## config.mk

```make
export PLATFORM = sky130hd
export DESIGN_NAME = pc_msg_deframer
export DESIGN_NICKNAME = d
export VERILOG_FILES = /design/src/rtl/pc_msg_deframer.sv
export SDC_FILE = /design/constraint.sdc
export NUM_CORES = 1
export LEC_CHECK = 0
export CAP_MARGIN = 20
export CORE_AREA = 2 2 107 109
export CTS_BUF_LIST = sky130_fd_sc_hd__clkbuf_4 sky130_fd_sc_hd__clkbuf_8
export DETAILED_ROUTE_END_ITERATION = 12
export DIE_AREA = 0 0 109 111
export GPL_ROUTABILITY_DRIVEN = 0
export PLACE_DENSITY = 0.81
export SKIP_LAST_GASP = 1
export SYNTH_ARGS = -nofsm -noshare
export SYNTH_HDL_FRONTEND = slang
export SYNTH_SLANG_ARGS = --single-unit
```

## constraint.sdc

```tcl
create_clock -name CLK -period 2.7 [get_ports CLK]
set_input_delay 0.54 -clock CLK [delete_from_list [all_inputs] [get_ports CLK]]
set_output_delay 0.54 -clock CLK [all_outputs]
set_load 0.1 [all_outputs]
```

## src/rtl/pc_msg_deframer.sv

```systemverilog
// Purpose: pops sync/header-framed words from a show-ahead FIFO and delivers MSG_WORDS-word messages to one of N_CH channels.
// Latency: header + MSG_WORDS pops at one word per cycle; ch_valid rises the cycle after the last payload pop.
// Backpressure: ch_valid/ch_msg hold until the addressed channel's ch_ready; no FIFO pops while a message is held.
//
// Ports:
//   CLK, RESET            sole clock, asynchronous active-low reset
//   pc_msg_valid/pc_msg   FIFO not-empty flag and show-ahead head word
//   pc_msg_ack            FIFO read enable (combinational), pops the head word this cycle
//   ch_valid/ch_ready     one-hot per-channel handshake
//   ch_msg                assembled payload, first popped word in the low slot
//   err_cnt               saturating count of sync, channel and timeout errors
//   busy                  high whenever the deframer is not waiting for a header
module pc_msg_deframer #(
  parameter int         XB_SIZE   = 32,
  parameter int         MSG_WORDS = 3,
  parameter int         N_CH      = 2,
  parameter logic [7:0] SYNC      = 8'hA5,
  parameter int         TIMEOUT   = 1024,
  parameter int         DELAY     = 1
) (
  input  logic                         CLK,
  input  logic                         RESET,
  input  logic                         pc_msg_valid,
  input  logic [XB_SIZE-1:0]           pc_msg,
  output logic                         pc_msg_ack,
  output logic [N_CH-1:0]              ch_valid,
  input  logic [N_CH-1:0]              ch_ready,
  output logic [MSG_WORDS*XB_SIZE-1:0] ch_msg,
  output logic [7:0]                   err_cnt,
  output logic                         busy
);

  localparam int IDX_W = (MSG_WORDS > 1) ? $clog2(MSG_WORDS) : 1;
  localparam int TMR_W = $clog2(TIMEOUT + 1);
  localparam logic [IDX_W-1:0] LAST_IDX = IDX_W'(MSG_WORDS - 1);
  localparam logic [TMR_W-1:0] TMR_LAST = TMR_W'(TIMEOUT - 1);
  localparam logic [8:0]       N_CH_W   = 9'(N_CH);

  // DELAY is kept so existing instantiations still elaborate; register timing
  // is not modelled here. The guard rejects parameter sets the logic can't handle.
  generate
    if (MSG_WORDS < 1 || N_CH < 1 || N_CH > 256 || TIMEOUT < 2 ||
        XB_SIZE < 16 || DELAY < 0) begin : g_bad_params
      $error("pc_msg_deframer: illegal parameter set");
    end
  endgenerate

  typedef enum logic [1:0] {S_HDR, S_PAYLOAD, S_DISCARD, S_HOLD} state_t;

  state_t           state;
  logic [IDX_W-1:0] idx;
  logic [TMR_W-1:0] timer;
  logic [7:0]       ch_sel;

  logic sync_ok;
  logic ch_ok;
  logic last_word;
  logic hold_done;

  function automatic logic [7:0] sat_inc(input logic [7:0] v);
    return (v == 8'hFF) ? v : v + 8'd1;
  endfunction

  // Pops are never taken in HOLD, so a popped word is always consumed the same cycle.
  assign pc_msg_ack = RESET && pc_msg_valid && (state != S_HOLD);
  assign busy       = (state != S_HDR);
  assign sync_ok    = (pc_msg[XB_SIZE-1 -: 8] == SYNC);
  assign ch_ok      = ({1'b0, pc_msg[7:0]} < N_CH_W);
  assign last_word  = (idx == LAST_IDX);
  // ch_valid is one-hot on the latched channel, so other channels' ready bits drop out.
  assign hold_done  = |(ch_valid & ch_ready);

  always_ff @(posedge CLK or negedge RESET) begin
    if (!RESET) begin
      state    <= S_HDR;
      idx      <= '0;
      timer    <= '0;
      ch_sel   <= '0;
      ch_valid <= '0;
      ch_msg   <= '0;
      err_cnt  <= '0;
    end else begin
      case (state)
        S_HDR: begin
          timer <= '0;
          if (pc_msg_ack) begin
            idx <= '0;
            if (!sync_ok) begin
              // Drop one word and retry: resynchronises word by word.
              err_cnt <= sat_inc(err_cnt);
            end else if (ch_ok) begin
              ch_sel <= pc_msg[7:0];
              state  <= S_PAYLOAD;
            end else begin
              err_cnt <= sat_inc(err_cnt);
              state   <= S_DISCARD;
            end
          end
        end

        S_PAYLOAD, S_DISCARD: begin
          if (pc_msg_ack) begin
            timer <= '0;
            idx   <= idx + 1'b1;
            if (state == S_PAYLOAD) begin
              for (int k = 0; k < MSG_WORDS; k++) begin
                if (idx == IDX_W'(k)) ch_msg[k*XB_SIZE +: XB_SIZE] <= pc_msg;
              end
            end
            if (last_word) begin
              idx <= '0;
              if (state == S_PAYLOAD) begin
                state <= S_HOLD;
                for (int i = 0; i < N_CH; i++) ch_valid[i] <= (ch_sel == 8'(i));
              end else begin
                state <= S_HDR;
              end
            end
          end else if (timer == TMR_LAST) begin
            // Stalled partial frame: abandon it; the next frame rewrites every slot.
            err_cnt <= sat_inc(err_cnt);
            idx     <= '0;
            timer   <= '0;
            state   <= S_HDR;
          end else begin
            timer <= timer + 1'b1;
          end
        end

        S_HOLD: begin
          if (hold_done) begin
            ch_valid <= '0;
            state    <= S_HDR;
          end
        end

        default: state <= S_HDR;
      endcase
    end
  end

endmodule

```

# Word-level counts from Yosys, hierarchy flattened
# Cells that the tools add are included.
# word_totals
ff_bits	129
out_inout_bits	108
# op_classes
n_addsub	3
order_cmp	1
eq_ne	21
n_mux	27
bitwise_logic	1
reduce_logical	18
# op_table
op	count
$mux W8	6
$mux W2	14
$mux W11	2
$pmux W11 S2	1
$ne A2 B2 Y1 const B	9
$eq A8 B8 Y1 const B	2
$pmux W8 S2	1
$reduce_and A4 Y1	4
$reduce_and A5 Y1	3
$add A11 B1 Y11 const B	1
$eq A11 B10 Y1 const B	1
$ne A3 B3 Y1 const B	3
$add A8 B1 Y8 const B	1
$eq A8 B1 Y1 const B	1
$logic_not A8 Y1	1
$lt A8 B2 Y1 const B	1
$pmux W2 S2	2
$eq A2 B2 Y1 const B	3
$pmux W2 S3	1
$reduce_bool A2 Y1	3
$eq A2 B1 Y1 const B	2
$logic_not A2 Y1	2
$reduce_or A2 Y1	2
$reduce_and A3 Y1	1
3 further kinds	4

# Logic depth before layout (Yosys ltp)
# depth
ltp_word	6
mapped_depth	8

# Least setup slack after synthesis
# No wires, ideal clock.
# synth_path
path_kind	register to register
from	register state[0]
to	register ch_msg[34]
t_arrival_ns	2.335
required_time_ns	2.575
slack_ns	0.240
path_stages_with_launch	8
path_buffers	1
path_cell_list	dfrtp_1 -> ha_1 -> nand3b_2 -> inv_2 -> nand3_2 -> nor2_2 -> buf_4 -> mux2_2
# synth_between
elab_chain_len	3
# synth_rtl
element	line_no	rtl
from (decl)	50	state_t state;
from (signal assigned)	75	state <= S_HDR;
from (signal assigned)	93	state <= S_PAYLOAD;
from (signal assigned)	96	state <= S_DISCARD;
$ne A2 B2 Y1	65	assign pc_msg_ack = RESET && pc_msg_valid && (state != S_HOLD);
$logic_and A1 B1 Y1	65	
via pc_msg_ack	25	output logic pc_msg_ack,
$reduce_and A4 Y1 (no line)	n/a	
to (signal, indexed assignment)	107	if (idx == IDX_W'(k)) ch_msg[k*XB_SIZE +: XB_SIZE] <= pc_msg;
to (decl)	28	output logic [MSG_WORDS*XB_SIZE-1:0] ch_msg,
# The timed path passes the listed nets, and every way through them passes these cells.
# A chain may end at the register's enable or synchronous reset.

# Final worst setup path
# layout_path
from	register state[0]
to	output port pc_msg_ack
# layout_between
elab_chain_len	2
# layout_rtl
element	line_no
$ne A2 B2 Y1	65
$logic_and A1 B1 Y1	65
to (decl)	25
# Every way passes these cells.

==> impl_metrics.ini <==
[final_layout]
area_growth_syn_to_layout_pct = 34.0
num_antenna_cells = 0
number_of_fill_cells_in_the_layout = 835
fin_util = 0.646
register_area_um2 = 3230
multi_input_area_um2 = 2010
nNetsFinal = 580
share_of_final_layout_standard_cells_stronger_than_drive_strength_1 = 0.480

[yosys]
synthesis.nets = 416
portion_of_the_post_synthesis_area_used_by_sequential_elements = 0.604
synthFlopType = sky130_fd_sc_hd__dfrtp_1
synth_edf_count = 0
synth_area_per_cell_um2 = 14.4
synthesis.instances = 372
async_flop_share = 1.00
ys_types = 48
synth_seq_cells = 129
synth-warning-count = 0
mappedNetlistArea_um2 = 5340

[critical_path]
endpoint_kind = output pin
arrival_ns = 1.76
critical_path.top_delay_family = flip-flops
crit_chain = ha_1 -> nand3b_2 -> inv_2 -> buf_12
timing.critical_path.slowest_cell_delay_ns = 0.45
cp_max_fo = 6
crit_type = flip-flop to output pin
setup.worst_path.start_class = flip-flop
worst_ep_required_time_ns = 2.16
cp_slowest_cell = sky130_fd_sc_hd__dfrtp_1
cp.buffers_inverters = 2

[routing]
total_drc_errors_in_the_routed_layout = 0
drtAntennaViolNets = 0
via_per_inst = 5.22
route.vias.total = 3608
drt_pass1_iterations = 4
drtIter0Drc = 127
wl_um = 11900
wl_per_instance_um = 17.2

[floorplan]
top_level_ports = 145
die_h_um = 111
placeableCoreArea_um2 = 11100
floorplan.initialDensity = 0.482
fp.dieArea_um2 = 12100
die_width_um = 109
rows = 39

[job]
drv.max_cap_violation_count = 0

[sta]
finalWorstPathRequiredPeriod_ns = 2.30
final.period_utilization = 0.852
worst_pin_slew_ns = 0.569
setup_violating_endpoint_count_in_the_final_report = 0
slew_viol_final = 0
setup_tns_ns = 0
fmaxAchievable_mhz = 434
fin_skew_ns = 0.00777
fin_hold_ws_ns = 0.103
timing.max_slew.rel_slack = 0.621
final_hold_viol_count = 0
grt_setup_unrepaired = false

[grt]
largest_net_degree_at_the_start_of_global_routing = 88
global_route.usage.total = 0.212
gr-total-overflow = 0
global_route_wire_length_before_repair_um = 19700
grt_pass1_vias = 3809
antenna_found_initial = 0

[run_status]
run_status = completed

[cts]
cts.sinks = 129
hold_buffers = 0
cts.reportedPaths.clkPinSlew_ns = 0.07
cts-htree-levels = 4
cts_buffers = 17
post-cts-setup-buffers = 0
clock_insertion_delay_at_the_later_pin_of_the_skew_report_ns = 0.43
cts_root_buf = sky130_fd_sc_hd__clkbuf_8
tritoncts_clock_tree = yes
cts_resized = 0
clockBufferDepth = 2

[pwr]
peakVddDrop_v = 0.000457
power.density_nw_per_um2 = 710
power.leakage_nw = 3.70
total_power_mw = 5.09

[placement]
hpwlAfterDp_um = 8530
portBuffers = 144

[min_path]
holdCritPathClass = primary input to asynchronous set/reset pin
cells in the mapped netlist, types with 2 or more instances:
cell type,count,area share
sky130_fd_sc_hd__mux2_1,5,0.011
sky130_fd_sc_hd__and3_1,2,0.0023
sky130_fd_sc_hd__nand3_1,5,0.0047
sky130_fd_sc_hd__nor4_1,3,0.0035
sky130_fd_sc_hd__a21o_1,2,0.0028
sky130_fd_sc_hd__nand2_1,19,0.013
sky130_fd_sc_hd__nor4bb_1,2,0.0037
sky130_fd_sc_hd__nor2_1,12,0.0084
sky130_fd_sc_hd__dfrtp_1,129,0.60
sky130_fd_sc_hd__nor3_1,5,0.0047
sky130_fd_sc_hd__inv_1,7,0.0049
sky130_fd_sc_hd__buf_4,9,0.013
sky130_fd_sc_hd__nand2b_1,2,0.0023
sky130_fd_sc_hd__xor2_1,10,0.016
sky130_fd_sc_hd__or3_1,4,0.0047
sky130_fd_sc_hd__a21oi_1,5,0.0047
sky130_fd_sc_hd__ha_1,7,0.016
sky130_fd_sc_hd__o31ai_1,2,0.0028
sky130_fd_sc_hd__mux2_2,95,0.20
sky130_fd_sc_hd__nor2b_1,8,0.0094
sky130_fd_sc_hd__nand4_4,2,0.0080
sky130_fd_sc_hd__o21ai_0,8,0.0075
sky130_fd_sc_hd__nand4_1,2,0.0023
sky130_fd_sc_hd__clkbuf_1,3,0.0021
registers in the layout (all words and copies together) (netlist names):
| name | count |
|---|---|
| state | 2 |
| ch_msg | 96 |
| err_cnt | 8 |
| ch_valid | 2 |
| idx | 2 |
| timer | 11 |
| ch_sel | 8 |
layout make-up:
type | instances | share of cell area
clock buffer | 21 | 0.0386
sequential | 129 | 0.451
clock inverter | 10 | 0.0156
tap | 143 | 0.0250
timing repair buffer | 157 | 0.185
inverter | 8 | 0.00419
multi-input combinational | 223 | 0.281
cells by family (layout without fill, tap and decap cells):
family	after synthesis	in the layout	share of synthesized area
XOR/XNOR	11	11	0.0180
multiplexers	101	101	0.213
flip-flops	129	129	0.604
adder cells (fa/ha/maj)	7	7	0.0164
AND/OR/NAND/NOR	78	78	0.0925
buffers and inverters	20	196	0.0204
AO/OA/AOI/OAI	26	26	0.0358
placed cells by master, fill, tap and decap left out, types with 7 or more instances in the layout:
master / count
sky130_fd_sc_hd__dfrtp_1: 129
sky130_fd_sc_hd__buf_4: 118
sky130_fd_sc_hd__mux2_2: 95
sky130_fd_sc_hd__clkdlybuf4s50_1: 35
sky130_fd_sc_hd__nand2_1: 19
sky130_fd_sc_hd__clkbuf_8: 19
sky130_fd_sc_hd__nor2_1: 12
sky130_fd_sc_hd__xor2_1: 10
sky130_fd_sc_hd__nor2b_1: 8
sky130_fd_sc_hd__o21ai_0: 8
sky130_fd_sc_hd__inv_1: 7
sky130_fd_sc_hd__ha_1: 7
power breakdown:
group	switching [mW]	internal [mW]	total (mW)	leakage (nW)
Sequential	0.124	2.04	2.17	1.79
Clock	0.728	0.878	1.61	0.194
Combinational	0.953	0.361	1.31	1.72
Total	1.81	3.28	5.09	3.70
metrics by stage:
stage	setup WS, ns	instance area, µm²	cells
2_1_floorplan	0.240	5340	372
3_3_place_gp	0.107	6750	659
3_5_place_dp	0.0617	6750	659
4_1_cts	0.377	7130	690
5_1_grt	0.235	7160	691
6_report	0.398	7160	691
worst register-to-register path: stages (launching register included):
cell and delay [ns]:
sky130_fd_sc_hd__dfrtp_1 0.46, sky130_fd_sc_hd__inv_1 0.07, sky130_fd_sc_hd__ha_1 0.44, sky130_fd_sc_hd__and4b_1 0.29, sky130_fd_sc_hd__a211oi_2 0.29, sky130_fd_sc_hd__nand4_4 0.22
sky130_fd_sc_hd__nor4_4 0.30, sky130_fd_sc_hd__xor2_1 0.16
worst paths after layout:
kind	from	end	slack (ns)	depth (start not counted)
worst max-delay path	state[0]	pc_msg_ack	0.40	4
worst min-delay path	RESET	ch_msg[58]	0.10	2
worst max register to register	state[0]	err_cnt[7]	0.41	7
worst min register to register	ch_msg[83]	ch_msg[83]	0.49	1
max in group asynchronous	RESET	err_cnt[3]	1.39	4
min in group CLK	ch_msg[83]	ch_msg[83]	0.49	1
metal layers:
layer	global-route usage	routed length [µm]
met5	0	0
met2	0.351	6170
met4	0.0718	180
met3	0.0670	712
met1	0.262	4820
No activity file was read; power rests on OpenSTA's default activity.
==> RTL edit (same settings) <==
`TIMEOUT`: 1024 -> 2048.
--- a/src/rtl/pc_msg_deframer.sv
+++ b/src/rtl/pc_msg_deframer.sv
@@ -15,7 +15,7 @@
   parameter int         MSG_WORDS = 3,
   parameter int         N_CH      = 2,
   parameter logic [7:0] SYNC      = 8'hA5,
-  parameter int         TIMEOUT   = 1024,
+  parameter int         TIMEOUT   = 2048,
   parameter int         DELAY     = 1
 ) (
   input  logic                         CLK,
Behaviour: no difference found for any inputs over 4 cycles, from zero or initial values and one cycle with RESET low; that may be too few to reach the edited logic, so the function may still have changed.
==> RTL edit against the original RTL <==
  * Via count increased by 1.2%
  * Sequential cell count rose by 1
  * Area after synthesis is essentially flat
  * Register-to-register slack hardly changed
  * Synthesized cell count is 1.9% higher
  * Design area up 0.31%
  * Cell count grew 0.29%
  * Setup slack got worse by 0.17 ns
  * Wire length is 0.72% higher
  * Highest routed layer unchanged
Power is not compared: it rests on default switching activity, and its combinational part moved more than twofold at a synthesized area within 25%.
==> RTL edit: results (changes against the original RTL) <==
<table>
<tr><th>Metric</th><th>Value</th></tr>
<tr><th colspan="2">Outcome</th></tr>
<tr><td>Result of the run</td><td>finished clean</td></tr>
<tr><th colspan="2">Timing</th></tr>
<tr><td>Max Clock Skew</td><td>0.00644 ns (-0.00133 ns)</td></tr>
<tr><td>Fin crit share</td><td>91.4% (+6.2 points)</td></tr>
<tr><td>Worst-margin pin slew</td><td>0.758 ns (+0.189 ns)</td></tr>
<tr><th colspan="2">Final layout</th></tr>
<tr><td>Share of post-route cells with drive strength above 1</td><td>44.9% (-3.1 points)</td></tr>
<tr><td>Biggest registers after layout</td><td>ch_msg (96), timer (12)</td></tr>
<tr><td>Number of diodes</td><td>0 (unchanged)</td></tr>
<tr><td>Filler Cell Count</td><td>840 (+0.60%)</td></tr>
<tr><td>Net count, final</td><td>583 (+0.52%)</td></tr>
<tr><th colspan="2">Setup path</th></tr>
<tr><td>Depth of the most critical reg-to-reg path</td><td>6 (-1)</td></tr>
<tr><td>Critical Path Fanout Max</td><td>11 (+5)</td></tr>
<tr><td>Endpoint of the most critical register-to-register path</td><td>ch_msg[42]</td></tr>
<tr><td>Endpoint arrival time on the critical path</td><td>1.93 ns (+0.17 ns)</td></tr>
<tr><th colspan="2">Global routing</th></tr>
<tr><td>Gr usage total</td><td>21.4% (+0.20 points)</td></tr>
<tr><td>Global-route wire length before repair</td><td>19800 um (+0.88%)</td></tr>
<tr><td>Via count of the first global-routing pass</td><td>3898 (+2.3%)</td></tr>
<tr><th colspan="2">Clocking</th></tr>
<tr><td>Register clock-pin slew on the reported worst setup and hold paths</td><td>0.07 ns (about the same)</td></tr>
<tr><th colspan="2">Yosys</th></tr>
<tr><td>Post-synth cell types</td><td>45 (-6.3%)</td></tr>
<tr><td>Syn_nets</td><td>423 (+1.7%)</td></tr>
<tr><td>Main area contributors after synthesis</td><td>sky130_fd_sc_hd__dfrtp_1 (61%), sky130_fd_sc_hd__mux2_2 (19%), sky130_fd_sc_hd__mux2_1 (2.1%)</td></tr>
<tr><td>Leading post-synthesis cells by instance count</td><td>sky130_fd_sc_hd__dfrtp_1 (130), sky130_fd_sc_hd__mux2_2 (88), sky130_fd_sc_hd__nor2_1 (20)</td></tr>
<tr><td>Portion of the post-synthesis area used by sequential elements</td><td>60.8% (+0.41 points)</td></tr>
<tr><th colspan="2">Drt</th></tr>
<tr><td>DRC violation total after the first TritonRoute iteration</td><td>99 (-22%)</td></tr>
<tr><td>Detailed-route wire length</td><td>12000 um (+0.72%)</td></tr>
<tr><th colspan="2">Placed design</th></tr>
<tr><td>Detailed Place HPWL</td><td>8200 um (-3.8%)</td></tr>
<tr><td>Worst slack at placement</td><td>0.224 ns (+0.162 ns)</td></tr>
</table>
RTL edit: routing by layer:
layer	vias to the layer above	GRT usage, %	wire length (um)
met3	23	9.05	937
met4	0	6.84	182
met5	-	0	0
met2	123	34.3	5930
li1	1662	-	-
met1	1843	26.1	4920
RTL edit: how the worst min path moves through the flow:
stage | startpoint | endpoint | slack, ns | cells after the start
after global routing | RESET | ch_msg[72] | 0.32 | 2
after CTS | RESET | ch_msg[72] | 0.29 | 2
final | RESET | ch_msg[72] | 0.18 | 2
after floorplan | RESET | ch_msg[0] | 0.24 | 0
after global placement | ch_sel[0] | ch_valid[0] | 0.46 | 1
after detailed placement | ch_sel[0] | ch_valid[0] | 0.48 | 1
RTL edit: power by group through the flow:
stage          logic [uW]  registers [uW]  clock network (uW)
4_1_cts               309            1970                1870
2_1_floorplan        19.4            2150                   0
5_1_grt               323            1980                1960
3_5_place_dp          309            2010                   0
3_3_place_gp          303            2010                   0
6_report              304            1980                1830
RTL edit: metrics by stage:
stage               total power, uW  instances  utilization [%]  cell area (um2)
CTS                            4150        693             64.8             7180
global route                   4260        693             64.8             7180
detailed placement             2320        663             61.0             6750
global placement               2310        663             61.0             6750
floorplan                      2170        379                -             5350
finish                         4110        693             64.8             7180
RTL edit: area by class of cell:
class,count,area (um2),share of cell area [%]
inverters,7,26.3,0.366
clock inverters,12,190,2.65
clock buffers,18,241,3.36
repair buffers,153,1270,17.7
flip-flops and latches,130,3250,45.3
multi-input cells,230,2020,28.1
well taps,143,179,2.49
RTL edit: cell families after synthesis:
group | Yosys count | synth area share [%]
XOR/XNOR | 14 | 2.29
adder cells (fa/ha/maj) | 7 | 1.64
flip-flops | 130 | 60.8
buffers and inverters | 19 | 1.61
AO/OA/AOI/OAI | 23 | 3.67
AND/OR/NAND/NOR | 86 | 8.94
multiplexers | 100 | 21.0
